[config.mk]
export PLATFORM = sky130hd
export DESIGN_NAME = vga_fetch_sched
export DESIGN_NICKNAME = d
export VERILOG_FILES = /design/src/rtl/vga_fetch_pkg.sv /design/src/rtl/vga_fifo_fwft.sv /design/src/rtl/vga_fetch_sched.sv
export SDC_FILE = /design/constraint.sdc
export NUM_CORES = 2
export LEC_CHECK = 0
export BUFFER_PORTS_ARGS = -buffer_cell sky130_fd_sc_hd__clkbuf_2
export CORE_UTILIZATION = 50
export DETAILED_ROUTE_END_ITERATION = 10
export MAX_ROUTING_LAYER = met4
export PLACE_DENSITY_LB_ADDON = 0.05
export SYNTH_ARGS = -nofsm -noshare
export SYNTH_HDL_FRONTEND = slang
export SYNTH_SLANG_ARGS = --single-unit
[constraint.sdc]
create_clock -name clk -period 7.2 [get_ports clk]
set_clock_uncertainty 0.1 [all_clocks]
set_input_delay 0.72 -clock clk [delete_from_list [all_inputs] [get_ports clk]]
set_output_delay 0.72 -clock clk [all_outputs]
set_load 0.02 [all_outputs]
[src/rtl/vga_fetch_pkg.sv]
// Shared types for the VGA frame-buffer fetch scheduler: FSM states, pixel word
// layout and byte-lane offsets.
package vga_fetch_pkg;

   typedef enum logic [1:0] {
      ST_IDLE  = 2'd0,
      ST_BURST = 2'd1,
      ST_DONE  = 2'd2
   } fetch_state_e;

   localparam int BRIGHT_LSB = 24;
   localparam int RED_LSB    = 16;
   localparam int GREEN_LSB  = 8;
   localparam int BLUE_LSB   = 0;

   typedef logic [31:0] pixel_word_t;

endpackage

[src/rtl/vga_fifo_fwft.sv]
// Show-ahead (first-word-fall-through) pixel FIFO with synchronous flush.
// rd_data always presents the head entry; it is meaningful only while empty=0.
module vga_fifo_fwft #(
   parameter int C_depth = 32,
   parameter int C_width = 32
) (
   input  logic                       clk,
   input  logic                       rst,
   input  logic                       flush,
   input  logic                       wr_en,
   input  logic [C_width-1:0]         wr_data,
   input  logic                       rd_en,
   output logic [C_width-1:0]         rd_data,
   output logic [$clog2(C_depth):0]   count,
   output logic                       empty,
   output logic                       full
);

   localparam int AW = $clog2(C_depth);
   localparam logic [AW:0] DEPTH_C = (AW+1)'(C_depth);

   logic [C_width-1:0] mem_q [C_depth];
   logic [AW-1:0]      wr_ptr_q, wr_ptr_d;
   logic [AW-1:0]      rd_ptr_q, rd_ptr_d;
   logic [AW:0]        count_q, count_d;
   logic               do_wr, do_rd;

   assign empty   = (count_q == '0);
   assign full    = (count_q == DEPTH_C);
   assign count   = count_q;
   assign rd_data = mem_q[rd_ptr_q];

   // A pop in the same cycle frees the slot, so a write into a full FIFO is
   // accepted when it coincides with a read.
   assign do_rd = rd_en && !empty;
   assign do_wr = wr_en && (!full || do_rd);

   always_comb begin
      wr_ptr_d = wr_ptr_q;
      rd_ptr_d = rd_ptr_q;
      count_d  = count_q;
      if (flush) begin
         wr_ptr_d = '0;
         rd_ptr_d = '0;
         count_d  = '0;
      end else begin
         if (do_wr) wr_ptr_d = wr_ptr_q + AW'(1);
         if (do_rd) rd_ptr_d = rd_ptr_q + AW'(1);
         count_d = count_q + (AW+1)'(do_wr) - (AW+1)'(do_rd);
      end
   end

   always_ff @(posedge clk or posedge rst) begin
      if (rst) begin
         wr_ptr_q <= '0;
         rd_ptr_q <= '0;
         count_q  <= '0;
      end else begin
         wr_ptr_q <= wr_ptr_d;
         rd_ptr_q <= rd_ptr_d;
         count_q  <= count_d;
      end
   end

   always_ff @(posedge clk) begin
      if (do_wr && !flush) mem_q[wr_ptr_q] <= wr_data;
   end

endmodule

[src/rtl/vga_fetch_sched.sv]
// Frame-buffer fetch scheduler: bursts frame words into a show-ahead pixel FIFO,
// restarts on vsync, rewinds on line_repeat. Optional stats: VGA_FETCH_STATS_EN.
module vga_fetch_sched
   import vga_fetch_pkg::*;
#(
   parameter int C_addr_bits  = 30,
   parameter int C_fifo_depth = 32,
   parameter int C_burst_len  = 8,
   parameter int C_line_words = 640,
   parameter int C_lines      = 480
) (
   input  logic                           clk,
   input  logic                           reset,
   input  logic [C_addr_bits-1:0]         base_addr,
   output logic                           addr_strobe,
   output logic [C_addr_bits-1:0]         addr,
   input  logic                           data_ready,
   input  logic [31:0]                    data_in,
   input  logic                           fetch_next,
   input  logic                           line_repeat,
   input  logic                           vsync,
   output logic [7:0]                     red_byte,
   output logic [7:0]                     green_byte,
   output logic [7:0]                     blue_byte,
   output logic [7:0]                     bright_byte,
   output logic                           underflow,
   output logic                           underflow_sticky,
   output logic [15:0]                    underflow_count,
   output logic [1:0]                     dbg_state,
   output logic [$clog2(C_fifo_depth):0]  dbg_fifo_count
);

   localparam int FRAME_WORDS = C_line_words * C_lines;
   localparam int WL_W  = $clog2(FRAME_WORDS + 1);
   localparam int BC_W  = $clog2(C_burst_len + 1);
   localparam int LW_W  = (C_line_words > 1) ? $clog2(C_line_words) : 1;
   localparam int LN_W  = (C_lines > 1) ? $clog2(C_lines) : 1;
   localparam int CNT_W = $clog2(C_fifo_depth) + 1;

   localparam logic [WL_W-1:0]        FRAME_W    = WL_W'(FRAME_WORDS);
   localparam logic [WL_W-1:0]        BURST_WL   = WL_W'(C_burst_len);
   localparam logic [BC_W-1:0]        BURST_BC   = BC_W'(C_burst_len);
   localparam logic [CNT_W-1:0]       FILL_LIMIT = CNT_W'(C_fifo_depth - C_burst_len);
   localparam logic [LW_W-1:0]        LAST_WORD  = LW_W'(C_line_words - 1);
   localparam logic [LN_W-1:0]        LAST_LINE  = LN_W'(C_lines - 1);
   localparam logic [C_addr_bits-1:0] ADDR_ONE   = C_addr_bits'(1);

   fetch_state_e            state_q, state_d;
   logic                    strobe_q, strobe_d;
   logic [C_addr_bits-1:0]  addr_q, addr_d;
   logic [BC_W-1:0]         burst_cnt_q, burst_cnt_d;
   logic [WL_W-1:0]         words_left_q, words_left_d;
   logic                    vsync_q, lrep_q;
   logic [LW_W-1:0]         rd_word_q, rd_word_d;
   logic [LN_W-1:0]         rd_line_q, rd_line_d;
   logic [C_addr_bits-1:0]  rd_addr_q, rd_addr_d;
   logic [C_addr_bits-1:0]  rewind_addr_q, rewind_addr_d;
   logic [LN_W-1:0]         rewind_line_q, rewind_line_d;
   pixel_word_t             last_pix_q, last_pix_d;
   logic                    underflow_q, underflow_d;

   logic                    vs_edge, lr_edge, restart;
   logic                    fifo_wr, pop;
   pixel_word_t             fifo_head, pix;
   logic [CNT_W-1:0]        fifo_count;
   logic                    fifo_empty, fifo_full;

   // vsync beats a coincident line_repeat edge.
   assign vs_edge = vsync && !vsync_q;
   assign lr_edge = line_repeat && !lrep_q && !vs_edge;
   assign restart = vs_edge || lr_edge;

   // Handshake: addr_strobe is a registered request held for the whole burst;
   // each cycle with addr_strobe=1 and data_ready=1 transfers data_in for addr.
   assign fifo_wr = (state_q == ST_BURST) && data_ready && !restart;
   assign pop     = fetch_next && !fifo_empty && !restart;

   vga_fifo_fwft #(
      .C_depth (C_fifo_depth),
      .C_width (32)
   ) u_fifo (
      .clk     (clk),
      .rst     (reset),
      .flush   (restart),
      .wr_en   (fifo_wr),
      .wr_data (data_in),
      .rd_en   (pop),
      .rd_data (fifo_head),
      .count   (fifo_count),
      .empty   (fifo_empty),
      .full    (fifo_full)
   );

   always_comb begin
      state_d       = state_q;
      strobe_d      = strobe_q;
      addr_d        = addr_q;
      burst_cnt_d   = burst_cnt_q;
      words_left_d  = words_left_q;
      rd_word_d     = rd_word_q;
      rd_line_d     = rd_line_q;
      rd_addr_d     = rd_addr_q;
      rewind_addr_d = rewind_addr_q;
      rewind_line_d = rewind_line_q;
      last_pix_d    = last_pix_q;
      underflow_d   = fetch_next && fifo_empty;

      if (vs_edge) begin
         state_d      = ST_IDLE;
         strobe_d     = 1'b0;
         burst_cnt_d  = '0;
         addr_d       = base_addr;
         words_left_d = FRAME_W;
         rd_word_d    = '0;
         rd_line_d    = '0;
         rd_addr_d    = base_addr;
      end else if (lr_edge) begin
         state_d      = ST_IDLE;
         strobe_d     = 1'b0;
         burst_cnt_d  = '0;
         addr_d       = rewind_addr_q;
         words_left_d = WL_W'(FRAME_WORDS - int'(rewind_line_q) * C_line_words);
         rd_word_d    = '0;
         rd_line_d    = rewind_line_q;
         rd_addr_d    = rewind_addr_q;
      end else begin
         case (state_q)
            ST_IDLE: begin
               if (words_left_q != '0 && fifo_count <= FILL_LIMIT) begin
                  state_d     = ST_BURST;
                  strobe_d    = 1'b1;
                  burst_cnt_d = (words_left_q < BURST_WL) ? BC_W'(words_left_q) : BURST_BC;
               end
            end
            ST_BURST: begin
               if (data_ready) begin
                  addr_d       = addr_q + ADDR_ONE;
                  burst_cnt_d  = burst_cnt_q - BC_W'(1);
                  words_left_d = words_left_q - WL_W'(1);
                  if (burst_cnt_q == BC_W'(1)) begin
                     strobe_d = 1'b0;
                     state_d  = (words_left_q == WL_W'(1)) ? ST_DONE : ST_IDLE;
                  end
               end
            end
            default: strobe_d = 1'b0;
         endcase

         // Read side: the first pop of each line records where to rewind to.
         if (pop) begin
            last_pix_d = fifo_head;
            rd_addr_d  = rd_addr_q + ADDR_ONE;
            if (rd_word_q == '0) begin
               rewind_addr_d = rd_addr_q;
               rewind_line_d = rd_line_q;
            end
            if (rd_word_q == LAST_WORD) begin
               rd_word_d = '0;
               rd_line_d = (rd_line_q == LAST_LINE) ? '0 : rd_line_q + LN_W'(1);
            end else begin
               rd_word_d = rd_word_q + LW_W'(1);
            end
         end
      end
   end

   always_ff @(posedge clk or posedge reset) begin
      if (reset) begin
         state_q       <= ST_IDLE;
         strobe_q      <= 1'b0;
         addr_q        <= '0;
         burst_cnt_q   <= '0;
         words_left_q  <= '0;
         vsync_q       <= 1'b0;
         lrep_q        <= 1'b0;
         rd_word_q     <= '0;
         rd_line_q     <= '0;
         rd_addr_q     <= '0;
         rewind_addr_q <= '0;
         rewind_line_q <= '0;
         last_pix_q    <= '0;
         underflow_q   <= 1'b0;
      end else begin
         state_q       <= state_d;
         strobe_q      <= strobe_d;
         addr_q        <= addr_d;
         burst_cnt_q   <= burst_cnt_d;
         words_left_q  <= words_left_d;
         vsync_q       <= vsync;
         lrep_q        <= line_repeat;
         rd_word_q     <= rd_word_d;
         rd_line_q     <= rd_line_d;
         rd_addr_q     <= rd_addr_d;
         rewind_addr_q <= rewind_addr_d;
         rewind_line_q <= rewind_line_d;
         last_pix_q    <= last_pix_d;
         underflow_q   <= underflow_d;
      end
   end

   // An empty FIFO shows the last popped pixel so the display holds steady.
   assign pix         = fifo_empty ? last_pix_q : fifo_head;
   assign bright_byte = pix[BRIGHT_LSB +: 8];
   assign red_byte    = pix[RED_LSB +: 8];
   assign green_byte  = pix[GREEN_LSB +: 8];
   assign blue_byte   = pix[BLUE_LSB +: 8];

   assign addr_strobe    = strobe_q;
   assign addr           = addr_q;
   assign underflow      = underflow_q;
   assign dbg_state      = state_q;
   assign dbg_fifo_count = fifo_count;

   overflow_chk : assert property (@(posedge clk) disable iff (reset)
      !(fifo_wr && fifo_full && !pop));

`ifdef VGA_FETCH_STATS_EN
   logic        sticky_q, sticky_d;
   logic [15:0] ucount_q, ucount_d;

   always_comb begin
      sticky_d = sticky_q;
      ucount_d = ucount_q;
      if (vs_edge) sticky_d = 1'b0;
      if (underflow_d) begin
         sticky_d = 1'b1;
         if (ucount_q != 16'hFFFF) ucount_d = ucount_q + 16'd1;
      end
   end

   always_ff @(posedge clk or posedge reset) begin
      if (reset) begin
         sticky_q <= 1'b0;
         ucount_q <= '0;
      end else begin
         sticky_q <= sticky_d;
         ucount_q <= ucount_d;
      end
   end

   assign underflow_sticky = sticky_q;
   assign underflow_count  = ucount_q;
`else
   assign underflow_sticky = 1'b0;
   assign underflow_count  = '0;
`endif

endmodule

==> out/qor.yml <==
outcome:
  status: "completed"
synthesis:
  syn_area_sq_um: 50000
  synth_cells: 2764
  synth_most_common_cell: "edfxtp_1"
  yosys-top-cells-count: "edfxtp_1 (1,024), mux4_2 (320), dfrtp_1 (195), nor2_1 (183), nand2_1 (141)"
  yosysUniqueCellTypes: 68
  postSynthAreaPerCell_sq_um: 18.1
  synth-edff-count: 1024
  yosys-top-cells-area: "edfxtp_1 (62%), mux4_2 (14%), dfrtp_1 (9.8%)"
  synth_flop_cell: "edfxtp_1"
  seq_area_frac_synth: 0.713
  ys_warn_count: 0
  synth-seq-cells: 1219
  async_flop_share: 0.160
  yosysTopAreaCellShare: 0.615
  synth_top_area_cell: "edfxtp_1"
critical_path:
  crit_path_cell_trace: "buf_4 > buf_4 > mux4_2 > mux4_2 > mux2i_1 > a21oi_1 > clkbuf_2"
  cpPeakStageDelay_ns: 1.01
  crit_arrival_ns: 4.37
  cp_max_fo: 41
  cpMaxStageDelayCell: "dfrtp_4"
  endpoint_kind: "output port"
  worstSetupPathType: "flip-flop to output port"
  start_kind: "flip-flop"
  required_ns: 6.38
clocking:
  cts_setup_buffers: 0
  cts_buffer_depth: 3
  cts_tree: "yes"
  cts_sinks: 1219
  clkTransAtPathRegs_ns: 0.06
  root_buffer: "clkbuf_16"
  htreeDepth: 4
  insertion_delay_ns: 0.74
  cts_inserted_buffers: 130
place:
  gp_congestion: 0.828
  dpl.hpwl_microns: 73200
  dpl.cell_count: 4113
  portBuffers: 139
route:
  routed_wl_microns: 126000
  via_count: 26900
  post_drt_wl_per_cell_microns: 28.9
  drtIter0Drc: 2432
  ant_nets: 0
  drc: 0
  dr.pass1.iters: 7
  vias_per_cell: 6.18
die:
  core_area_sq_um: 98700
  num_rows: 115
  dieArea_sq_um: 101000
  ios: 157
  die_y_microns: 318
  die_w_microns: 318
  start_util: 0.506
sta:
  tightestPinTransition_ns: 1.38
  drv_slew: 0
  slew_headroom: 0.0810
  finalHoldViolCount: 0
  rsz0062_at_grt: "false"
  fin_crit_ns: 5.19
  setup_tns_ns: 0
  setup_viol_count_final: 0
  fmax_ghz: 0.193
  post-route-period-util: 0.721
final_layout:
  ff_latch_area_sq_um: 35600
  num-nets-final: 3071
  drive_above_1_share: 0.259
  fill_cells: 7456
  fin_cells: 4352
  multi_input_area_sq_um: 13800
  fin_util: 0.573
  area_delta_synth_final_pct: 13.2
grt:
  grt_pass1_wl_microns: 188000
  grt_pass1_vias: 27900
  grt_max_degree: 127
  grt_usage: 0.261
  overflow: 0
  antenna_found_initial: 2
power:
  vdd_drop_max_uv: 285
  power_w: 0.0200
  p_leak_nw: 18.7
  p_per_area_nw_per_um2: 354
min_path:
  hold_class: "primary input to async pin"
job:
  maxCapViolations: 0
## critical path, delay by kind of cell (launching register included)
kind	cells	cell delay (ns)
AO/OA/AOI/OAI	1	0.18
buffers and inverters	3	0.89
flip-flops	1	1.01
multiplexers	3	1.50
## final timing paths
path / from / slack (ns) / end / cells past startpoint
worst max-delay path: u_fifo.rd_ptr_q[0] / 2.01 / red_byte[0] / 7
worst min-delay path: reset / 0.09 / rewind_line_q[2] / 2
worst max register to register: u_fifo.count[2] / 2.60 / rewind_addr_q[26] / 7
worst min register to register: last_pix_q[0] / 0.38 / last_pix_q[0] / 2
max in group asynchronous: reset / 5.23 / rd_addr_q[22] / 3
min in group clk: base_addr[3] / 0.13 / addr[3] / 3
## power by group
group	internal (W)	total [W]	switching [W]
Clock	0.00376	0.00646	0.00270
Combinational	0.00227	0.00497	0.00270
Sequential	0.00806	0.00858	0.000516
## what timing repair did
action,in CTS,in global routing
resized for setup,0,0
hold endpoints to repair,2,0
hold buffers,2,0
## area by class of cell
class / count / share of cell area
sequential: 1219 / 0.630
multi-input combinational: 1373 / 0.244
clock buffer: 165 / 0.0616
tap: 1287 / 0.0285
timing repair buffer: 202 / 0.0223
clock inverter: 70 / 0.0110
inverter: 35 / 0.00245
antenna: 1 / 0.0000442
## cell families (layout without fill, tap and decap cells)
logic type | count (synthesis) | in the layout | share of synthesized area
AOI/OAI and AO/OA | 351 | 351 | 0.0410
DFF | 1219 | 1219 | 0.713
xor gates and xnor gates | 61 | 61 | 0.0107
and+or+nand+nor | 510 | 510 | 0.0471
muxes | 392 | 392 | 0.160
adders and majority gates | 42 | 42 | 0.0108
buffers and inverters | 188 | 472 | 0.0180
other | 1 | 18 | 0.0000750
## sequential cells by signal (all words and copies together) (netlist names), 6 cells and up
register,flops
u_fifo.mem_q,1024
last_pix_q,32
addr,30
rd_addr_q,30
rewind_addr_q,30
words_left_q,19
rd_word_q,10
rd_line_q,9
rewind_line_q,9
u_fifo.count,6
## cells in the final DEF (no fill, tap or decap), types with 12 or more instances in the layout
| cell | synthesis | routed |
|---|---|---|
| a21oi_1 | 125 | 125 |
| a22oi_1 | 15 | 15 |
| a31oi_1 | 13 | 13 |
| and3_1 | 12 | 12 |
| buf_4 | 37 | 54 |
| clkbuf_1 | 87 | 28 |
| clkbuf_16 | 0 | 133 |
| clkbuf_2 | 0 | 139 |
| clkinv_1 | 0 | 29 |
| clkinv_2 | 0 | 16 |
| conb_1 | 1 | 17 |
| dfrtp_1 | 195 | 190 |
| edfxtp_1 | 1024 | 1024 |
| ha_1 | 40 | 40 |
| inv_1 | 35 | 34 |
| mux2_2 | 36 | 36 |
| mux2i_1 | 35 | 35 |
| mux4_2 | 320 | 320 |
| nand2_1 | 141 | 139 |
| nand3_1 | 53 | 53 |
| nand4_1 | 29 | 29 |
| nor2_1 | 183 | 147 |
| nor2_4 | 0 | 33 |
| nor3_1 | 23 | 23 |
| nor4_1 | 12 | 12 |
| o21ai_0 | 88 | 88 |
| o21ai_1 | 32 | 32 |
| xnor2_1 | 24 | 24 |
| xor2_1 | 37 | 37 |
## metal layers
| layer | GRT usage | vias to the layer above | wire length [microns] |
|---|---|---|---|
| li1 | - | 11500 | - |
| met1 | 0.345 | 14300 | 52800 |
| met2 | 0.426 | 937 | 63700 |
| met3 | 0.0383 | 181 | 6610 |
| met4 | 0.0715 | 0 | 2570 |
| met5 | - | - | 0 |
## per-stage QoR
stage               instance area [sq um]  hold WS [ns]  setup WS (ns)
global route                        56600         0.122           1.70
floorplan                           50000         0.356           1.07
CTS                                 56600         0.103           1.89
finish                              56600        0.0922           2.01
global placement                    52400         0.368           2.60
detailed placement                  52400         0.376           2.53
Note: power is estimated with default switching activity, not from simulation.
